`config.mk`:
```
export PLATFORM = sky130hd
export DESIGN_NAME = mem_port_arbiter
export DESIGN_NICKNAME = d
export VERILOG_FILES = /design/src/rtl/mem_port_arbiter_pkg.sv /design/src/rtl/mem_port_arbiter_timeout_ctr.sv /design/src/rtl/mem_port_arbiter.sv
export SDC_FILE = /design/constraint.sdc
export NUM_CORES = 1
export LEC_CHECK = 0
export ABC_AREA = 1
export BUFFER_PORTS_ARGS = -buffer_cell sky130_fd_sc_hd__buf_2
export CORE_MARGIN = 1.5
export CORE_UTILIZATION = 38
export CTS_BUF_LIST = sky130_fd_sc_hd__clkbuf_8
export CTS_CLUSTER_SIZE = 25
export DETAILED_ROUTE_END_ITERATION = 8
export PLACE_DENSITY = 0.76
export SLEW_MARGIN = 40
export SYNTH_ARGS = -nofsm -noshare
export SYNTH_HDL_FRONTEND = slang
export SYNTH_SLANG_ARGS = --single-unit
```
`constraint.sdc`:
```
create_clock -name clk -period 1.7 [get_ports clk]
set_input_delay 0.34 -clock clk [delete_from_list [all_inputs] [get_ports clk]]
set_output_delay 0.34 -clock clk [all_outputs]
set_load 0.01 [all_outputs]
```
`src/rtl/mem_port_arbiter_pkg.sv`:
```
// -----------------------------------------------------------------------------
// mem_port_arbiter_pkg
//
// Shared types and constants for the unified-memory port arbiter that sits
// between the IF stage (instruction fetch) and the MEM stage (loads/stores)
// of the 5-stage RISC-V pipeline.
//
// Contents:
//   ARB_ADDR_W / ARB_DATA_W : widths of the latched transaction fields; the
//                             arbiter's address/data parameters default to
//                             these, and values wider than them are truncated
//                             when the transaction is latched.
//   FETCH_FUNCT3            : access size used for every instruction fetch
//                             (word access).
//   arb_state_t             : arbiter FSM states.
//   mem_txn_t               : one latched memory transaction.
// -----------------------------------------------------------------------------
package mem_port_arbiter_pkg;

    localparam int ARB_ADDR_W = 9;
    localparam int ARB_DATA_W = 32;

    // Instruction fetches are always full-word accesses.
    localparam logic [2:0] FETCH_FUNCT3 = 3'b010;

    typedef enum logic [2:0] {
        IDLE    = 3'd0,
        ISSUE_I = 3'd1,
        WAIT_I  = 3'd2,
        ISSUE_D = 3'd3,
        WAIT_D  = 3'd4
    } arb_state_t;

    typedef struct packed {
        logic                  we;
        logic [ARB_ADDR_W-1:0] addr;
        logic [ARB_DATA_W-1:0] wdata;
        logic [2:0]            funct3;
    } mem_txn_t;

endpackage

```
`src/rtl/mem_port_arbiter_timeout_ctr.sv`:
```
// -----------------------------------------------------------------------------
// arb_timeout_ctr
//
// Loadable up-counter used to bound how long the arbiter waits for a memory
// completion. The count saturates at TIMEOUT-1, at which point expire is held
// high until the counter is cleared or reloaded.
//
// Ports:
//   clk        : clock
//   reset      : synchronous, active-high; clears the count
//   clear      : synchronous clear (takes priority over load/en)
//   load       : load load_value into the count
//   load_value : value loaded when load is high
//   en         : count enable
//   expire     : high while the count equals TIMEOUT-1
// -----------------------------------------------------------------------------
module arb_timeout_ctr
    import mem_port_arbiter_pkg::*;
#(
    parameter int TIMEOUT = 16,
    localparam int CNT_W  = (TIMEOUT > 1) ? $clog2(TIMEOUT) : 1
) (
    input  logic             clk,
    input  logic             reset,
    input  logic             clear,
    input  logic             load,
    input  logic [CNT_W-1:0] load_value,
    input  logic             en,
    output logic             expire
);

    localparam logic [CNT_W-1:0] LAST = CNT_W'(TIMEOUT - 1);

    logic [CNT_W-1:0] count_reg;
    logic [CNT_W-1:0] count_next;

    assign expire = (count_reg == LAST);

    always_comb begin
        count_next = count_reg;
        if (clear) begin
            count_next = '0;
        end else if (load) begin
            count_next = load_value;
        end else if (en && !expire) begin
            // Hold at the terminal value so expire cannot wrap back to low.
            count_next = count_reg + CNT_W'(1);
        end
    end

    always_ff @(posedge clk) begin
        if (reset) begin
            count_reg <= '0;
        end else begin
            count_reg <= count_next;
        end
    end

endmodule

```
`src/rtl/mem_port_arbiter.sv`:
```
// -----------------------------------------------------------------------------
// mem_port_arbiter
//
// Shares one single-ported unified memory between the instruction-fetch port
// (I) and the MEM-stage data port (D). One transaction is in flight at a time:
//   IDLE -> ISSUE_x (one-cycle m_req strobe) -> WAIT_x (until m_rvalid) -> IDLE
// Data has priority, but after MAX_STREAK consecutive data grants taken while
// a fetch was pending, the next grant goes to the fetch. A missing completion
// is bounded by TIMEOUT: the requester is acknowledged with zero data and the
// sticky err flag is raised so the pipeline never deadlocks.
//
// Ports:
//   clk, reset            : clock, synchronous active-high reset
//   if_req/if_addr        : fetch request (held until if_ack) and address
//   if_ack/if_rdata       : fetch completion pulse and instruction word
//   d_req/d_we/d_addr     : data request (held until d_ack), store flag, address
//   d_wdata/d_funct3      : store data and access size/sign
//   d_ack/d_rdata         : data completion pulse and load data
//   m_req                 : one-cycle issue strobe to the memory
//   m_we/m_addr/m_wdata   : latched transaction towards the memory
//   m_funct3              : latched access size (word for fetches)
//   m_rvalid/m_rdata      : memory completion (reads and writes) and read data
//   if_stall/mem_stall    : stage stalls, request outstanding and not yet acked
//   err                   : sticky timeout flag, cleared only by reset
// -----------------------------------------------------------------------------
module mem_port_arbiter
    import mem_port_arbiter_pkg::*;
#(
    parameter int PC_W       = ARB_ADDR_W,
    parameter int DM_ADDRESS = ARB_ADDR_W,
    parameter int DATA_W     = ARB_DATA_W,
    parameter int MAX_STREAK = 4,
    parameter int TIMEOUT    = 16
) (
    input  logic                  clk,
    input  logic                  reset,

    input  logic                  if_req,
    input  logic [PC_W-1:0]       if_addr,
    output logic                  if_ack,
    output logic [DATA_W-1:0]     if_rdata,

    input  logic                  d_req,
    input  logic                  d_we,
    input  logic [DM_ADDRESS-1:0] d_addr,
    input  logic [DATA_W-1:0]     d_wdata,
    input  logic [2:0]            d_funct3,
    output logic                  d_ack,
    output logic [DATA_W-1:0]     d_rdata,

    output logic                  m_req,
    output logic                  m_we,
    output logic [DM_ADDRESS-1:0] m_addr,
    output logic [DATA_W-1:0]     m_wdata,
    output logic [2:0]            m_funct3,
    input  logic                  m_rvalid,
    input  logic [DATA_W-1:0]     m_rdata,

    output logic                  if_stall,
    output logic                  mem_stall,
    output logic                  err
);

    localparam int STREAK_W = $clog2(MAX_STREAK + 1);
    localparam logic [STREAK_W-1:0] STREAK_MAX = STREAK_W'(MAX_STREAK);

    arb_state_t          state_reg;
    arb_state_t          state_next;
    mem_txn_t            txn_reg;
    mem_txn_t            txn_next;
    logic [STREAK_W-1:0] streak_reg;
    logic [STREAK_W-1:0] streak_next;
    logic                err_reg;
    logic                err_next;

    logic                streak_full;
    logic                wait_state;
    logic                wait_done;
    logic                tmo_expire;

    // -------------------------------------------------------------------------
    // Completion timeout: the counter runs only while waiting for m_rvalid and
    // is held at zero otherwise, so every WAIT_x starts counting from zero.
    // -------------------------------------------------------------------------
    assign wait_state = (state_reg == WAIT_I) || (state_reg == WAIT_D);

    arb_timeout_ctr #(
        .TIMEOUT    (TIMEOUT)
    ) u_timeout (
        .clk        (clk),
        .reset      (reset),
        .clear      (!wait_state),
        .load       (1'b0),
        .load_value ('0),
        .en         (wait_state),
        .expire     (tmo_expire)
    );

    // A real completion wins over a simultaneous expiry.
    assign wait_done   = wait_state && (m_rvalid || tmo_expire);
    assign streak_full = (streak_reg >= STREAK_MAX);

    // -------------------------------------------------------------------------
    // Next-state and output logic
    // -------------------------------------------------------------------------
    always_comb begin
        state_next  = state_reg;
        txn_next    = txn_reg;
        streak_next = streak_reg;
        err_next    = err_reg;
        m_req       = 1'b0;
        if_ack      = 1'b0;
        d_ack       = 1'b0;
        if_rdata    = '0;
        d_rdata     = '0;

        case (state_reg)
            IDLE: begin
                if (d_req && (!streak_full || !if_req)) begin
                    state_next      = ISSUE_D;
                    txn_next.we     = d_we;
                    txn_next.addr   = ARB_ADDR_W'(d_addr);
                    txn_next.wdata  = ARB_DATA_W'(d_wdata);
                    txn_next.funct3 = d_funct3;
                    // A data grant with a fetch pending can only happen while
                    // the streak is below its limit, so the increment never
                    // overshoots MAX_STREAK. With no fetch pending the streak
                    // restarts from zero.
                    streak_next     = if_req ? (streak_reg + STREAK_W'(1)) : '0;
                end else if (if_req) begin
                    state_next      = ISSUE_I;
                    txn_next.we     = 1'b0;
                    txn_next.addr   = ARB_ADDR_W'(if_addr);
                    txn_next.wdata  = '0;
                    txn_next.funct3 = FETCH_FUNCT3;
                    streak_next     = '0;
                end else begin
                    streak_next     = '0;
                end
            end

            ISSUE_I: begin
                m_req      = 1'b1;
                state_next = WAIT_I;
            end

            ISSUE_D: begin
                m_req      = 1'b1;
                state_next = WAIT_D;
            end

            WAIT_I, WAIT_D: begin
                if (wait_done) begin
                    state_next = IDLE;
                    // Reaching here without m_rvalid means the memory never
                    // answered: acknowledge with zero data and flag it.
                    if (!m_rvalid) begin
                        err_next = 1'b1;
                    end
                    if (state_reg == WAIT_I) begin
                        if_ack   = 1'b1;
                        if_rdata = m_rvalid ? m_rdata : '0;
                    end else begin
                        d_ack    = 1'b1;
                        d_rdata  = m_rvalid ? m_rdata : '0;
                    end
                end
            end

            default: begin
                state_next = IDLE;
            end
        endcase
    end

    // -------------------------------------------------------------------------
    // State registers
    // -------------------------------------------------------------------------
    always_ff @(posedge clk) begin
        if (reset) begin
            state_reg  <= IDLE;
            txn_reg    <= '0;
            streak_reg <= '0;
            err_reg    <= 1'b0;
        end else begin
            state_reg  <= state_next;
            txn_reg    <= txn_next;
            streak_reg <= streak_next;
            err_reg    <= err_next;
        end
    end

    // -------------------------------------------------------------------------
    // Outputs
    // -------------------------------------------------------------------------
    assign m_we      = txn_reg.we;
    assign m_addr    = DM_ADDRESS'(txn_reg.addr);
    assign m_wdata   = DATA_W'(txn_reg.wdata);
    assign m_funct3  = txn_reg.funct3;
    assign err       = err_reg;

    assign if_stall  = if_req & ~if_ack;
    assign mem_stall = d_req & ~d_ack;

endmodule

```
==> results.yml <==
layout:
  largest_reg_flops: 32
  fillerInstances: 661
  drive_gt1_frac: 0.468
  nets: 724
  syn_to_final_growth_pct: 58.5
  layout.cells.non_filler: 729
detailed_routing:
  via_count: 3507
  ant_nets: 0
  drt-pass1-iter-count: 4
  viasPerCell: 4.81
  drt_drc_violations_left: 0
  wl_per_cell_um: 13.4
  drtIter0Drc: 111
  drt-total-wl_mm: 9.79
placed_design:
  dp_hpwl_mm: 6.93
  pre_cts_slack_ps: -12.4
  gp_congestion: 0.732
  place_inst: 706
  port_buffers: 205
critical_path:
  r2r_setup_slack_ps: 280
  cp-end-kind: "output port"
  crit_arrival_ps: 1580
  reg2reg_depth: 10
  critPathMaxFanout: 8
  r2r-end: "state_reg[2]$_SDFFE_PP0P_"
  path_class: "reg2out"
  r2r-start: "u_timeout.count_reg[1]$_SDFFE_PP0P_"
  start_kind: "register"
  worstPathRequired_ps: 1360
clock_tree:
  h-tree-depth: 2
  cts.sinks: 56
  clock_path_buffers: 2
  cts_tree: "yes"
  root_buffer: "clkbuf_8"
  clock_latency_ps: 310
  path_clk_slew_ps: 100
  ctsHoldBuffers: 0
  cts_made_buffers: 5
synthesis:
  synthesis.area_mm2: 0.00277
  yosysWarnings: 0
  synthDistinctLibCells: 25
  synthCells: 413
  syn_avg_cell_area_um2: 6.71
  ys_seq_area_frac: 0.405
  syn_nets: 506
  ys_ff_latch: 56
timing:
  max_freq_mhz: 522
  final_hold_viol_count: 0
  worst_pin_slew_ps: 328
  fin_ws_ps: -218
  maxSlewViolCount: 0
  whs_ps: 262
  slew-limit-headroom: 0.781
  rsz0062_at_grt: "yes"
  skew_ps: 12.2
  finalSetupViolations: 36
  fin_crit_sh: 1.13
  min_period_ps: 1920
job:
  cap_violations: 0
grt:
  grt_max_degree: 34
  antenna_found_initial: 1
  grt_util_met2: 0.449
  grt_pass1_wl_mm: 14.0
  met3_usage: 0.0625
  grt.busiest_layer: "met2"
  grt.met1_usage: 0.235
  grt-ovfl-total: 0
  track_usage: 0.230
  first_global_vias: 3041
floorplanning:
  ios: 206
  rows: 30
  core_mm2: 0.00691
  die_w_um: 88.4
  start_util: 0.401
  fp.dieH_um: 88.4
  dieArea_mm2: 0.00781
power:
  leakagePower_nw: 2.26
  peakVddDrop_mv: 0.575
  power_mw: 3.65
  clkPwrFrac: 0.243
  comb_power_share: 0.344
  p_int_mw: 2.39
  p_seq_frac: 0.412
  power-per-cell-area_mw_per_mm2: 832
  net-switching-power_mw: 1.26
  power_switching_share: 0.345
min_path:
  holdCritStartpoint: "d_funct3[1]"
  hold_path_class: "in2reg"
  hold_path_end: "m_funct3[1]$_SDFFE_PP0P_"
  min_path_cells: 3
run_status:
  violations: "setup timing"
  status: "finished, violations left"
-- synthesized netlist by cell type (all sizes together) --
| cell | count | area share |
|---|---|---|
| nand2 | 156 | 0.22 |
| nor2 | 78 | 0.11 |
| dfxtp | 56 | 0.40 |
| a21oi | 52 | 0.099 |
| nand3 | 19 | 0.043 |
| buf | 16 | 0.052 |
| inv | 14 | 0.019 |
| clkbuf | 9 | 0.016 |
| nor3 | 4 | 0.0072 |
| nand4 | 3 | 0.0068 |
| ha | 2 | 0.0090 |
| o21ai | 2 | 0.0036 |
| dlygate4sd1 | 1 | 0.0032 |
| xor2 | 1 | 0.0032 |
-- placed cells by master (no fill, tap or decap), types with 5 or more instances in the layout --
cell      netlist  layout
buf_2           2     198
nand2_1       150     147
nor2_1         77      56
dfxtp_1        56      52
a21oi_1        48      48
buf_4           1      21
nand3_1        17      16
nor2_2          0      15
buf_6           9       9
nand2_4         4       7
nor2_4          1       7
inv_2           5       6
inv_1           9       6
nand2_8         0       5
clkbuf_8        1       5
-- logic make-up (layout without fill, tap and decap cells) --
family                     after synthesis  in the layout  share of synthesized area
and+or+nand+nor                        260            265                      0.390
DFF                                     56             56                      0.405
buffers and inverters                   40            254                     0.0903
AOI/OAI and AO/OA                       54             54                      0.103
adders and majority gates                2              2                    0.00903
xor gates and xnor gates                 1              1                    0.00316
other                                    0              1                          0
-- stage by stage --
stage | TNS (ps) | area (µm²) | utilization
final | -5790 | 4390 | 0.636
after global routing | -7950 | 4390 | 0.636
after CTS | -5470 | 4270 | 0.618
after detailed placement | -28.6 | 3900 | 0.565
after global placement | 0 | 3900 | 0.565
after floorplan | 0 | 2770 | -
-- area by class of cell --
cell class	instances	area, µm²	area share
inverters	14	67.6	0.0154
flip-flops and latches	56	1130	0.256
repair buffers	232	1330	0.303
clock buffers	5	68.8	0.0157
diodes	1	2.50	0.000570
clock inverters	3	46.3	0.0105
well taps	96	120	0.0274
multi-input cells	322	1630	0.371
-- critical path, cell delays in order (launching register included) --
cell and delay [ps]:
dfxtp_2 370, ha_4 150, nand3_4 100, nand2_4 90
nand2_4 70, inv_12 120, nand2_8 100, nor2_1 120
buf_2 140
-- power groups by stage --
stage          clock network (mW)  registers [mW]  logic [mW]
2_1_floorplan                   0            1.58       0.621
3_3_place_gp                    0            1.53        1.07
3_5_place_dp                    0            1.53        1.09
4_1_cts                     0.913            1.51        1.23
5_1_grt                     0.971            1.52        1.38
6_report                    0.890            1.51        1.26
-- worst max-delay path by stage --
stage	start	to	slack, ps	cells past startpoint
floorplan	u_timeout.count_reg[0]$_SDFFE_PP0P_	d_rdata[22]	50	8
global placement	u_timeout.count_reg[1]$_SDFFE_PP0P_	mem_stall	50	9
detailed placement	u_timeout.count_reg[1]$_SDFFE_PP0P_	d_rdata[14]	-10	8
CTS	u_timeout.count_reg[1]$_SDFFE_PP0P_	d_rdata[13]	-190	8
global route	u_timeout.count_reg[1]$_SDFFE_PP0P_	d_rdata[11]	-270	8
finish	u_timeout.count_reg[1]$_SDFFE_PP0P_	d_rdata[27]	-220	8
-- repair_timing --
| item | in CTS | in global routing |
|---|---|---|
| pin swaps | 10 | 7 |
| buffers inserted | 9 | 1 |
| endpoints found under the hold margin | 0 | 0 |
| gates resized for setup | 33 | 30 |
| gates cloned | 5 | 0 |
| setup endpoints to repair | 37 | 37 |
-- routing by layer --
metal | share of wire | vias up
met3 | 0.087 | 17
li1 | - | 1742
met5 | 0 | -
met4 | 0.024 | 0
met1 | 0.37 | 1575
met2 | 0.52 | 173
(Power assumes the default switching activity.)
